[src/rtl/cache_pkg.sv]
// Shared types for the PLRU cache array: request opcodes, flush sequencer states
// and a parameter bundle used by the controller that sits above this block.
package cache_pkg;

  typedef enum logic [1:0] {
    OP_READ  = 2'd0,
    OP_WRITE = 2'd1,
    OP_FILL  = 2'd2,
    OP_INVAL = 2'd3
  } op_e;

  typedef enum logic {
    FL_IDLE  = 1'b0,
    FL_FLUSH = 1'b1
  } flush_state_e;

  typedef struct packed {
    logic [7:0] addr_size;
    logic [7:0] num_sets;
    logic [7:0] num_ways;
    logic [7:0] words_per_block;
  } cache_params_t;

  function automatic int tag_bits(int addr_size, int num_sets, int words_per_block);
    return addr_size - $clog2(num_sets) - $clog2(words_per_block) - 2;
  endfunction

endpackage

[src/rtl/plru_tree.sv]
// Tree pseudo-LRU for one set: node 1 is the root, node n has children 2n and 2n+1,
// a bit of 0 steers the victim left. Accessing a way turns every node on its path away from it.
module plru_tree #(
  parameter  int NUM_WAYS = 2,
  localparam int WaySize  = $clog2(NUM_WAYS)
) (
  input  logic [NUM_WAYS-1:1] tree_bits,
  input  logic [WaySize-1:0]  access_way,
  output logic [NUM_WAYS-1:1] next_bits,
  output logic [WaySize-1:0]  victim_way
);

  logic [WaySize:0] upd_node;
  logic [WaySize:0] vic_node;

  always_comb begin
    next_bits = tree_bits;
    upd_node  = (WaySize+1)'(1);
    vic_node  = (WaySize+1)'(1);
    for (int l = 0; l < WaySize; l++) begin
      next_bits[upd_node[WaySize-1:0]] = ~access_way[WaySize-1-l];
      upd_node = {upd_node[WaySize-1:0], access_way[WaySize-1-l]};
      vic_node = {vic_node[WaySize-1:0], tree_bits[vic_node[WaySize-1:0]]};
    end
    victim_way = vic_node[WaySize-1:0];
  end

endmodule

[src/rtl/cache_array_plru.sv]
// N-way set-associative cache storage with per-byte writes, dirty bits, tree PLRU
// replacement and a one-set-per-cycle invalidate-all sequencer.
module cache_array_plru
  import cache_pkg::*;
#(
  parameter  int ADDR_SIZE       = 32,
  parameter  int NUM_SETS        = 4,
  parameter  int NUM_WAYS        = 2,
  parameter  int WORDS_PER_BLOCK = 1,
  localparam int SetSize   = $clog2(NUM_SETS),
  localparam int WaySize   = $clog2(NUM_WAYS),
  localparam int OffSize   = $clog2(WORDS_PER_BLOCK),
  localparam int OffW      = (OffSize > 0) ? OffSize : 1,
  localparam int TagSize   = tag_bits(ADDR_SIZE, NUM_SETS, WORDS_PER_BLOCK),
  localparam int BlockBits = 32 * WORDS_PER_BLOCK
) (
  input  logic                 clk,
  input  logic                 rst,
  input  logic                 req_valid,
  output logic                 req_ready,
  input  logic [1:0]           op,
  input  logic [SetSize-1:0]   set,
  input  logic [TagSize-1:0]   tag,
  input  logic [OffW-1:0]      offset,
  input  logic [WaySize-1:0]   way,
  input  logic [3:0]           byte_en,
  input  logic [31:0]          write_data,
  input  logic [BlockBits-1:0] fill_data,
  output logic [NUM_WAYS-1:0]  hits,
  output logic [NUM_WAYS-1:0]  valid_flags,
  output logic [WaySize-1:0]   victim_way,
  output logic                 victim_dirty,
  output logic [TagSize-1:0]   victim_tag,
  output logic [BlockBits-1:0] victim_data,
  output logic [31:0]          read_data,
  output logic                 rd_valid,
  input  logic                 flush_start,
  output logic                 busy
);

  typedef logic [WORDS_PER_BLOCK-1:0][31:0] block_t;

  op_e                 req_op;
  flush_state_e        state_q, state_d;
  logic [SetSize-1:0]  flush_set_q, flush_set_d;
  logic [NUM_WAYS-1:0] valid_q [NUM_SETS];
  logic [NUM_WAYS-1:0] valid_d [NUM_SETS];
  logic [NUM_WAYS-1:0] dirty_q [NUM_SETS];
  logic [NUM_WAYS-1:0] dirty_d [NUM_SETS];
  logic [NUM_WAYS-1:1] plru_q  [NUM_SETS];
  logic [NUM_WAYS-1:1] plru_d  [NUM_SETS];
  logic [TagSize-1:0]  tag_q   [NUM_SETS][NUM_WAYS];
  logic [TagSize-1:0]  tag_d   [NUM_SETS][NUM_WAYS];
  block_t              data_q  [NUM_SETS][NUM_WAYS];
  block_t              data_d  [NUM_SETS][NUM_WAYS];
  logic [31:0]         read_data_q, read_data_d;
  logic                rd_valid_q, rd_valid_d;

  logic                fire, any_hit, has_invalid;
  logic [WaySize-1:0]  hit_way, inv_way, tree_victim, acc_way;
  logic [NUM_WAYS-1:1] plru_next;
  logic [OffW-1:0]     word_idx;

  assign req_op    = op_e'(op);
  assign busy      = (state_q == FL_FLUSH);
  assign req_ready = ~busy & ~flush_start;
  assign fire      = req_valid & req_ready;
  assign word_idx  = (WORDS_PER_BLOCK > 1) ? offset : '0;

  // Scanning downward leaves the lowest matching / lowest invalid way in the encoders.
  always_comb begin
    hits        = '0;
    hit_way     = '0;
    inv_way     = '0;
    has_invalid = 1'b0;
    for (int w = NUM_WAYS - 1; w >= 0; w--) begin
      if (valid_q[set][w] && (tag_q[set][w] == tag)) begin
        hits[w] = 1'b1;
        hit_way = WaySize'(w);
      end
      if (!valid_q[set][w]) begin
        has_invalid = 1'b1;
        inv_way     = WaySize'(w);
      end
    end
  end

  assign any_hit      = |hits;
  assign valid_flags  = valid_q[set];
  assign victim_way   = has_invalid ? inv_way : tree_victim;
  assign victim_dirty = dirty_q[set][victim_way];
  assign victim_tag   = tag_q[set][victim_way];
  assign victim_data  = data_q[set][victim_way];
  assign acc_way      = (req_op == OP_FILL) ? way : hit_way;
  assign read_data    = read_data_q;
  assign rd_valid     = rd_valid_q;

  plru_tree #(.NUM_WAYS(NUM_WAYS)) u_plru (
    .tree_bits  (plru_q[set]),
    .access_way (acc_way),
    .next_bits  (plru_next),
    .victim_way (tree_victim)
  );

  always_comb begin
    state_d     = state_q;
    flush_set_d = flush_set_q;
    valid_d     = valid_q;
    dirty_d     = dirty_q;
    plru_d      = plru_q;
    tag_d       = tag_q;
    data_d      = data_q;
    read_data_d = read_data_q;
    rd_valid_d  = 1'b0;

    if (fire) begin
      case (req_op)
        OP_READ: begin
          rd_valid_d  = 1'b1;
          read_data_d = '0;
          if (any_hit) begin
            read_data_d = data_q[set][hit_way][word_idx];
            plru_d[set] = plru_next;
          end
        end
        OP_WRITE: begin
          if (any_hit) begin
            for (int b = 0; b < 4; b++) begin
              if (byte_en[b]) data_d[set][hit_way][word_idx][8*b +: 8] = write_data[8*b +: 8];
            end
            dirty_d[set][hit_way] = 1'b1;
            plru_d[set]           = plru_next;
          end
        end
        OP_FILL: begin
          data_d[set][way]  = fill_data;
          tag_d[set][way]   = tag;
          valid_d[set][way] = 1'b1;
          dirty_d[set][way] = 1'b0;
          plru_d[set]       = plru_next;
        end
        default: begin
          valid_d[set][way] = 1'b0;
          dirty_d[set][way] = 1'b0;
        end
      endcase
    end

    // Flush sweep runs after request effects so its clear of a set always wins.
    case (state_q)
      FL_IDLE: begin
        if (flush_start) begin
          state_d     = FL_FLUSH;
          flush_set_d = '0;
        end
      end
      default: begin
        valid_d[flush_set_q] = '0;
        dirty_d[flush_set_q] = '0;
        plru_d[flush_set_q]  = '0;
        if (flush_set_q == SetSize'(NUM_SETS - 1)) state_d = FL_IDLE;
        else flush_set_d = flush_set_q + 1'b1;
      end
    endcase
  end

  always_ff @(posedge clk) begin
    if (!rst) begin
      state_q     <= FL_IDLE;
      flush_set_q <= '0;
      read_data_q <= '0;
      rd_valid_q  <= 1'b0;
      for (int s = 0; s < NUM_SETS; s++) begin
        valid_q[s] <= '0;
        dirty_q[s] <= '0;
        plru_q[s]  <= '0;
      end
    end else begin
      state_q     <= state_d;
      flush_set_q <= flush_set_d;
      read_data_q <= read_data_d;
      rd_valid_q  <= rd_valid_d;
      valid_q     <= valid_d;
      dirty_q     <= dirty_d;
      plru_q      <= plru_d;
    end
  end

  // Tag and data arrays carry no reset so they can later map onto RAM macros.
  always_ff @(posedge clk) begin
    tag_q  <= tag_d;
    data_q <= data_d;
  end

  assert property (@(posedge clk) disable iff (!rst) $onehot0(hits));

endmodule

[config.mk]
export PLATFORM = sky130hd
export DESIGN_NAME = cache_array_plru
export DESIGN_NICKNAME = d
export VERILOG_FILES = /design/src/rtl/cache_pkg.sv /design/src/rtl/plru_tree.sv /design/src/rtl/cache_array_plru.sv
export SDC_FILE = /design/constraint.sdc
export NUM_CORES = 1
export LEC_CHECK = 0
export BUFFER_PORTS_ARGS = -buffer_cell sky130_fd_sc_hd__buf_4
export CORE_UTILIZATION = 25
export CTS_CLUSTER_DIAMETER = 40
export CTS_CLUSTER_SIZE = 10
export DETAILED_ROUTE_END_ITERATION = 6
export PLACE_DENSITY = 0.43
export RECOVER_POWER = 50
export REMOVE_ABC_BUFFERS = 1
export SLEW_MARGIN = 10
export SYNTH_ARGS = -nofsm -noshare
export SYNTH_HDL_FRONTEND = slang
export SYNTH_HIERARCHICAL = 1
export SYNTH_SLANG_ARGS = --single-unit
[constraint.sdc]
create_clock -name clk -period 4.5 [get_ports clk]
set_input_delay 0.45 -clock clk [delete_from_list [all_inputs] [get_ports clk]]
set_output_delay 0.45 -clock clk [all_outputs]
set_load 0.05 [all_outputs]
* Word-level counts from Yosys, hierarchy flattened
Cells that the tools add are included.
** Storage, ports and cells
- Word-level logic and storage cells :: 205
- Flip-flop bits (word level) :: 536
- Output and inout bits :: 101
- Input bits :: 106
** Operators by class
- Reduce and logical (&&, ||, !) cells :: 18
- Bitwise operators :: 20
- Equality and inequality tests :: 7
- Mux-type cells :: 113
- Add/sub/neg operators :: 1
- Magnitude comparators :: 14
** Operators by type and width (number)
- 256-bit two-way mux :: 14
- 256-bit bitwise mux :: 5
- 64-bit demux with 2-bit select :: 5
- 256-bit one-hot mux with 2 select lines :: 1
- 64-bit two-way mux :: 7
- 32-bit two-way mux :: 9
- 224-bit bitwise mux :: 1
- 56-bit two-way mux :: 3
- 32-bit demux with 1-bit select :: 5
- 64-bit binary-select mux with 2-bit select :: 1
- 56-bit binary-select mux with 2-bit select :: 1
- 56-bit demux with 2-bit select :: 1
- 28-bit two-way mux :: 4
- 28-bit equality test :: 2
- 8-bit two-way mux :: 6
- 8-bit bitwise AND :: 4
- 8-bit one-hot mux with 2 select lines :: 2
- 28-bit demux with 1-bit select :: 1
- 24-bit two-way mux :: 1
- 1-bit two-way mux :: 20
- 2-bit two-way mux :: 10
- 16-bit two-way mux :: 1
- 8-bit NOT :: 2
- 8-bit bitwise OR :: 2
- 30 further kinds :: 65

* Longest topological paths before layout
- Depth after elaboration :: 34
- Gate-level depth with buffers :: 17
- Mapped depth without buffers :: 12

* Cells and area by module
Netlist, hierarchy kept.
** By module, submodules not included
- cache_array_plru :: cells each 1742, times used 1, area each 25425.6 um^2, seq. area each 15534.9 um^2
- plru_tree :: cells each 2, times used 1, area each 11.3 um^2, seq. area each 0.0 um^2

* Least setup slack after synthesis
No wires, ideal clock.
- Path kind :: input port to output port
- Start point :: input set[0]
- End point :: output victim_tag[19]
- Stages on the path :: 16
- Slack :: -1.105 ns
- Arrival :: 5.155 ns
- Required time :: 4.050 ns
- Path buffers :: 11
- Cells stage by stage :: buf_6 > buf_6 > buf_4 > buf_2 > buf_2 > buf_2 > buf_1 > clkbuf_1 > mux4_2 > buf_4 > inv_1 > a21boi_1 > clkbuf_1 > clkbuf_1 > a21oi_1 > o21ai_0
** On the way
- Elaborated cells on any way between the ends :: 18
- Those cells by class :: 16 x mux; 2 x bitwise
** RTL lines
- start: declaration :: RTL line cache_array_plru.sv:22 : input logic [SetSize-1:0] set,
- 2-bit NOT with 3-bit output (implied by the code) :: RTL line cache_array_plru.sv:99 : .tree_bits (plru_q[set]),
- 1-bit binary-select mux with 2-bit select :: RTL line cache_array_plru.sv:99
- 1-bit two-way mux (implied by the code) (2 in a row) :: RTL line cache_array_plru.sv:99
- via tree_victim :: RTL line cache_array_plru.sv:60 : logic [WaySize-1:0] hit_way, inv_way, tree_victim, acc_way;
- 1-bit two-way mux :: RTL line cache_array_plru.sv:90 : assign victim_way = has_invalid ? inv_way : tree_victim;
- via victim_way :: RTL line cache_array_plru.sv:31 : output logic [WaySize-1:0] victim_way,
- 1-bit NOT with 2-bit output (implied by the code) :: RTL line cache_array_plru.sv:92 : assign victim_tag = tag_q[set][victim_way];
- 28-bit two-way mux (implied by the code) (3 in a row) :: RTL line cache_array_plru.sv:92
- end: declaration :: RTL line cache_array_plru.sv:33 : output logic [TagSize-1:0] victim_tag,
The timed path passes the listed nets, and every way through them passes these cells. The select of a mux whose other input is x is not followed.

* Final worst setup path
- Start point :: input set[0]
- End point :: register data_q[57] (netlist bit), data pin
** On the way
- Cells in the longest elaborated chain, start to end :: 31
- Elaborated cells on any way between the ends :: 55
- Those cells by class :: 4 x order compare; 2 x eq/ne; 43 x mux; 2 x bitwise; 4 x reduce/logical
** Ends and longest elaborated chain
- 2-bit NOT with 3-bit output (implied by the code) * :: RTL line cache_array_plru.sv:77, cache_array_plru.sv:129, cache_array_plru.sv:136
- 56-bit binary-select mux with 2-bit select :: RTL line cache_array_plru.sv:77 : if (valid_q[set][w] && (tag_q[set][w] == tag)) begin
- 56-bit two-way mux (implied by the code) (2 in a row) :: RTL line cache_array_plru.sv:77
- 28-bit equality test :: RTL line cache_array_plru.sv:77
- 1-bit logical AND :: RTL line cache_array_plru.sv:77
- 1-bit two-way mux (2 in a row) :: RTL line cache_array_plru.sv:77
- 1-bit NOT with 2-bit output (implied by the code) :: RTL line cache_array_plru.sv:129 : if (byte_en[b]) data_d[set][hit_way][word_idx][8*b +: 8] = write_data[8*b +: 8];
- 32-bit demux with 1-bit select :: RTL line cache_array_plru.sv:129
- (+13 left out)
- 256-bit two-way mux :: RTL line cache_array_plru.sv:129
- 256-bit two-way mux :: RTL line cache_array_plru.sv:127 : if (any_hit) begin
- 256-bit two-way mux :: RTL line cache_array_plru.sv:117 : case (req_op)
- 256-bit two-way mux :: RTL line cache_array_plru.sv:116 : if (fire) begin
- 256-bit bitwise mux :: RTL line cache_array_plru.sv:129
- 256-bit two-way mux :: RTL line cache_array_plru.sv:129
- 256-bit two-way mux :: RTL line cache_array_plru.sv:127
- 256-bit one-hot mux with 2 select lines * :: RTL line cache_array_plru.sv:117
- end signal: assignment :: RTL line cache_array_plru.sv:192 : data_q <= data_d;
- end: declaration :: RTL line cache_array_plru.sv:54 : block_t data_q [NUM_SETS][NUM_WAYS];
Every way passes the cells marked *; elsewhere a longest branch is shown, timed or not. The select of a mux whose other input is x is not followed.
A chain may end at the register's enable or synchronous reset.

==> flow_summary.ini <==
[outcome]
outcome = complete, no violations

[place]
postPlaceCellArea_um2 = 29400
gp_congestion = 0.791
dp_slack_ps = 84.0
hpwl_um = 58100
io_buffers = 205

[timing]
hold_viol = 0
timing.hold.ws_ps = 95.0
rsz0062_at_grt = no
post-route-period-util = 0.956
final-max-slew-violation-count = 0
max_slew_margin = 0.128
setup_tns_ps = 0
setup-violations-final = 0
fin_skew_ps = 28.1
worst_pin_slew_ps = 1310
min_period_ps = 4300
setup_slack_ps = 197
fmax_ghz = 0.232

[yosys]
synthXorXnorAreaFrac = 0.0165
yosys.area.top_type = edfxtp_1
synth_ff_type = edfxtp_1
seq_area_frac_synth = 0.611
synth_top_area_frac = 0.567
postSynthAreaPerCell_um2 = 14.6
ys_warn_count = 6
synth_area_leaders = edfxtp_1 (57%), mux4_2 (13%), o22ai_1 (5.3%)
synth.ff_latch_count = 536
yosys.area_share.simple = 0.0575
muxShareOfSynthArea = 0.175
syn_area_um2 = 25400
synth_fa_ha_area_frac = 0.00197
syn_inst = 1744
synthArstFlopShare = 0
synth_compound_area_frac = 0.111
synth_top_family_by_area = multiplexers
synth-edff-count = 480
synth.distinct_cells = 64

[drt]
ant_nets = 0
wirelength_um = 91900
dr.pass1.iters = 5
vias = 18000
viasPerCell = 5.19
drt_iter0_drc = 1750
wire_per_inst_um = 26.6
drc = 0

[worst_setup_path]
critical_path_arrival_ps = 4630
crit_start = set[0]
worstPathRequired_ps = 4830
reg2reg_from = tag_q[42]$_DFFE_PP_
cp-end-kind = flop
worstSetupStartpointType = input pin
crit_path_max_fanout = 39
crit_type = in2reg

[grt]
track_usage = 0.177
grt_max_degree = 53
antenna_found_initial = 9
overflow = 0
grt_pass1_wl_um = 132000
grt_pass1_vias = 18800

[clock_tree]
h-tree-depth = 3
cts_tree = yes
clk_latency_ps = 650
cts_setup_buffers = 0
cts.clk_slew.worst_paths_ps = 50
hold_buffers = 0
ctsResizeCount = 0
cts_sinks = 536
cts_buffer_depth = 3
clockRootBuffer = clkbuf_16
cts_made_buffers = 96

[floorplanning]
boundaryPins = 207
die_height_um = 321
die_area_um2 = 103000
rows = 116
coreArea_um2 = 100000
initial_core_util = 0.253
die_x_um = 321

[power]
clockPowerShare = 0.523
powerDensity_nw_per_um2 = 425
ir_worst_vdd_mv = 0.255
power_mw = 13.6
seqPwrFrac = 0.399
p_sw_mw = 3.29
comb_power_share = 0.078
power.leakage_nw = 10.6
internal_power_mw = 10.3
switching_share = 0.242

[hold_path]
hp-start = fill_data[11]
worstHoldPathType = in2reg

[cells_and_area]
final_cell_mix = edfxtp_1 (480), buf_4 (218), o22ai_1 (217)
final_common_cell = edfxtp_1
layout-drive-gt1-share = 0.303
finalInstanceArea_um2 = 32100
final_nets = 2137
fillerInstances = 10100
syn2layout_area_growth_pct = 26.1

[job]
maxCapViolCount = 0
## power groups by stage
| stage | Sequential, mW | Combinational, mW | Clock [mW] |
|---|---|---|---|
| after CTS | 5.43 | 1.09 | 7.25 |
| final | 5.43 | 1.06 | 7.13 |
| after floorplan | 5.54 | 0.532 | 0 |
| after global routing | 5.43 | 1.13 | 7.46 |
| after global placement | 5.53 | 1.08 | 0 |
| after detailed placement | 5.53 | 1.09 | 0 |
## sequential cells by signal, summed over array words and instances, names as in the netlist
register     cells
tag_q          224
rd_valid         1
plru_q           4
read_data       32
data_q         256
valid_q          8
flush_set_q      2
dirty_q          8
busy             1
## layout make-up
class	instances	area [um^2]	share of cell area
Sequential cell	536	15500	0.484
Multi-Input combinational cell	1051	9240	0.288
Clock buffer	112	2570	0.0800
Timing Repair Buffer	326	2360	0.0735
Tap cell	1357	1700	0.0529
Clock inverter	61	616	0.0192
Inverter	16	60.1	0.00187
Antenna cell	1	2.50	0.0000780
## per-layer routing
metal / track usage / part of all wire / up-vias
li1: - / - / 7710
met1: 0.229 / 0.42 / 9267
met2: 0.288 / 0.48 / 795
met3: 0.0395 / 0.073 / 186
met4: 0.0622 / 0.029 / 16
met5: 0 / 0.0011 / -
## cells in the mapped netlist (all sizes together), types with 5 or more instances
cell type and n:
or3 5, edfxtp 480, a32oi 5, o22ai 217, a21o 17, o2111ai 5
nand3 12, mux2i 43, o21a 5, nor2 48, buf 61, mux4 147
o211ai 5, nand2b 11, inv 16, xnor2 47, nor3 33, a221oi 15
a21oi 24, dfxtp 56, a22o 17, nor2b 7, and2 12, clkbuf 80
mux2 63, nand2 154, nand4 18, o21ai 87
## worst max-delay path: stages
cell and delay [ps]:
buf_8 340, clkbuf_1 450, mux4_2 580, nand2b_1 110, o2111ai_1 110, a2111oi_0 400
buf_4 190, nand4_1 100, buf_4 200, nand2b_1 250, nand2_1 150, clkbuf_1 940
o21ai_0 280
## kinds of logic after synthesis
kind of cell,after synthesis
compound gates,430
fa+ha+maj,4
mux,253
simple gates,316
xor+xnor,48
flops,536
buf+inv,157
## stage by stage
step,cells,utilization
after floorplan,1603,-
after global routing,3459,0.319
after detailed placement,3286,0.292
after CTS,3459,0.324
after global placement,3286,0.292
final,3460,0.319
## worst paths after layout
kind | slack, ps | end | depth (start not counted)
setup / recovery | 200 | data_q[57]$_DFFE_PP_ | 13
hold / removal | 90 | data_q[171]$_DFFE_PP_ | 3
setup reg to reg | 280 | data_q[178]$_DFFE_PP_ | 9
hold reg to reg | 480 | dirty_q[2]$_SDFF_PN0_ | 2
No activity file was read; power rests on OpenSTA's default activity.
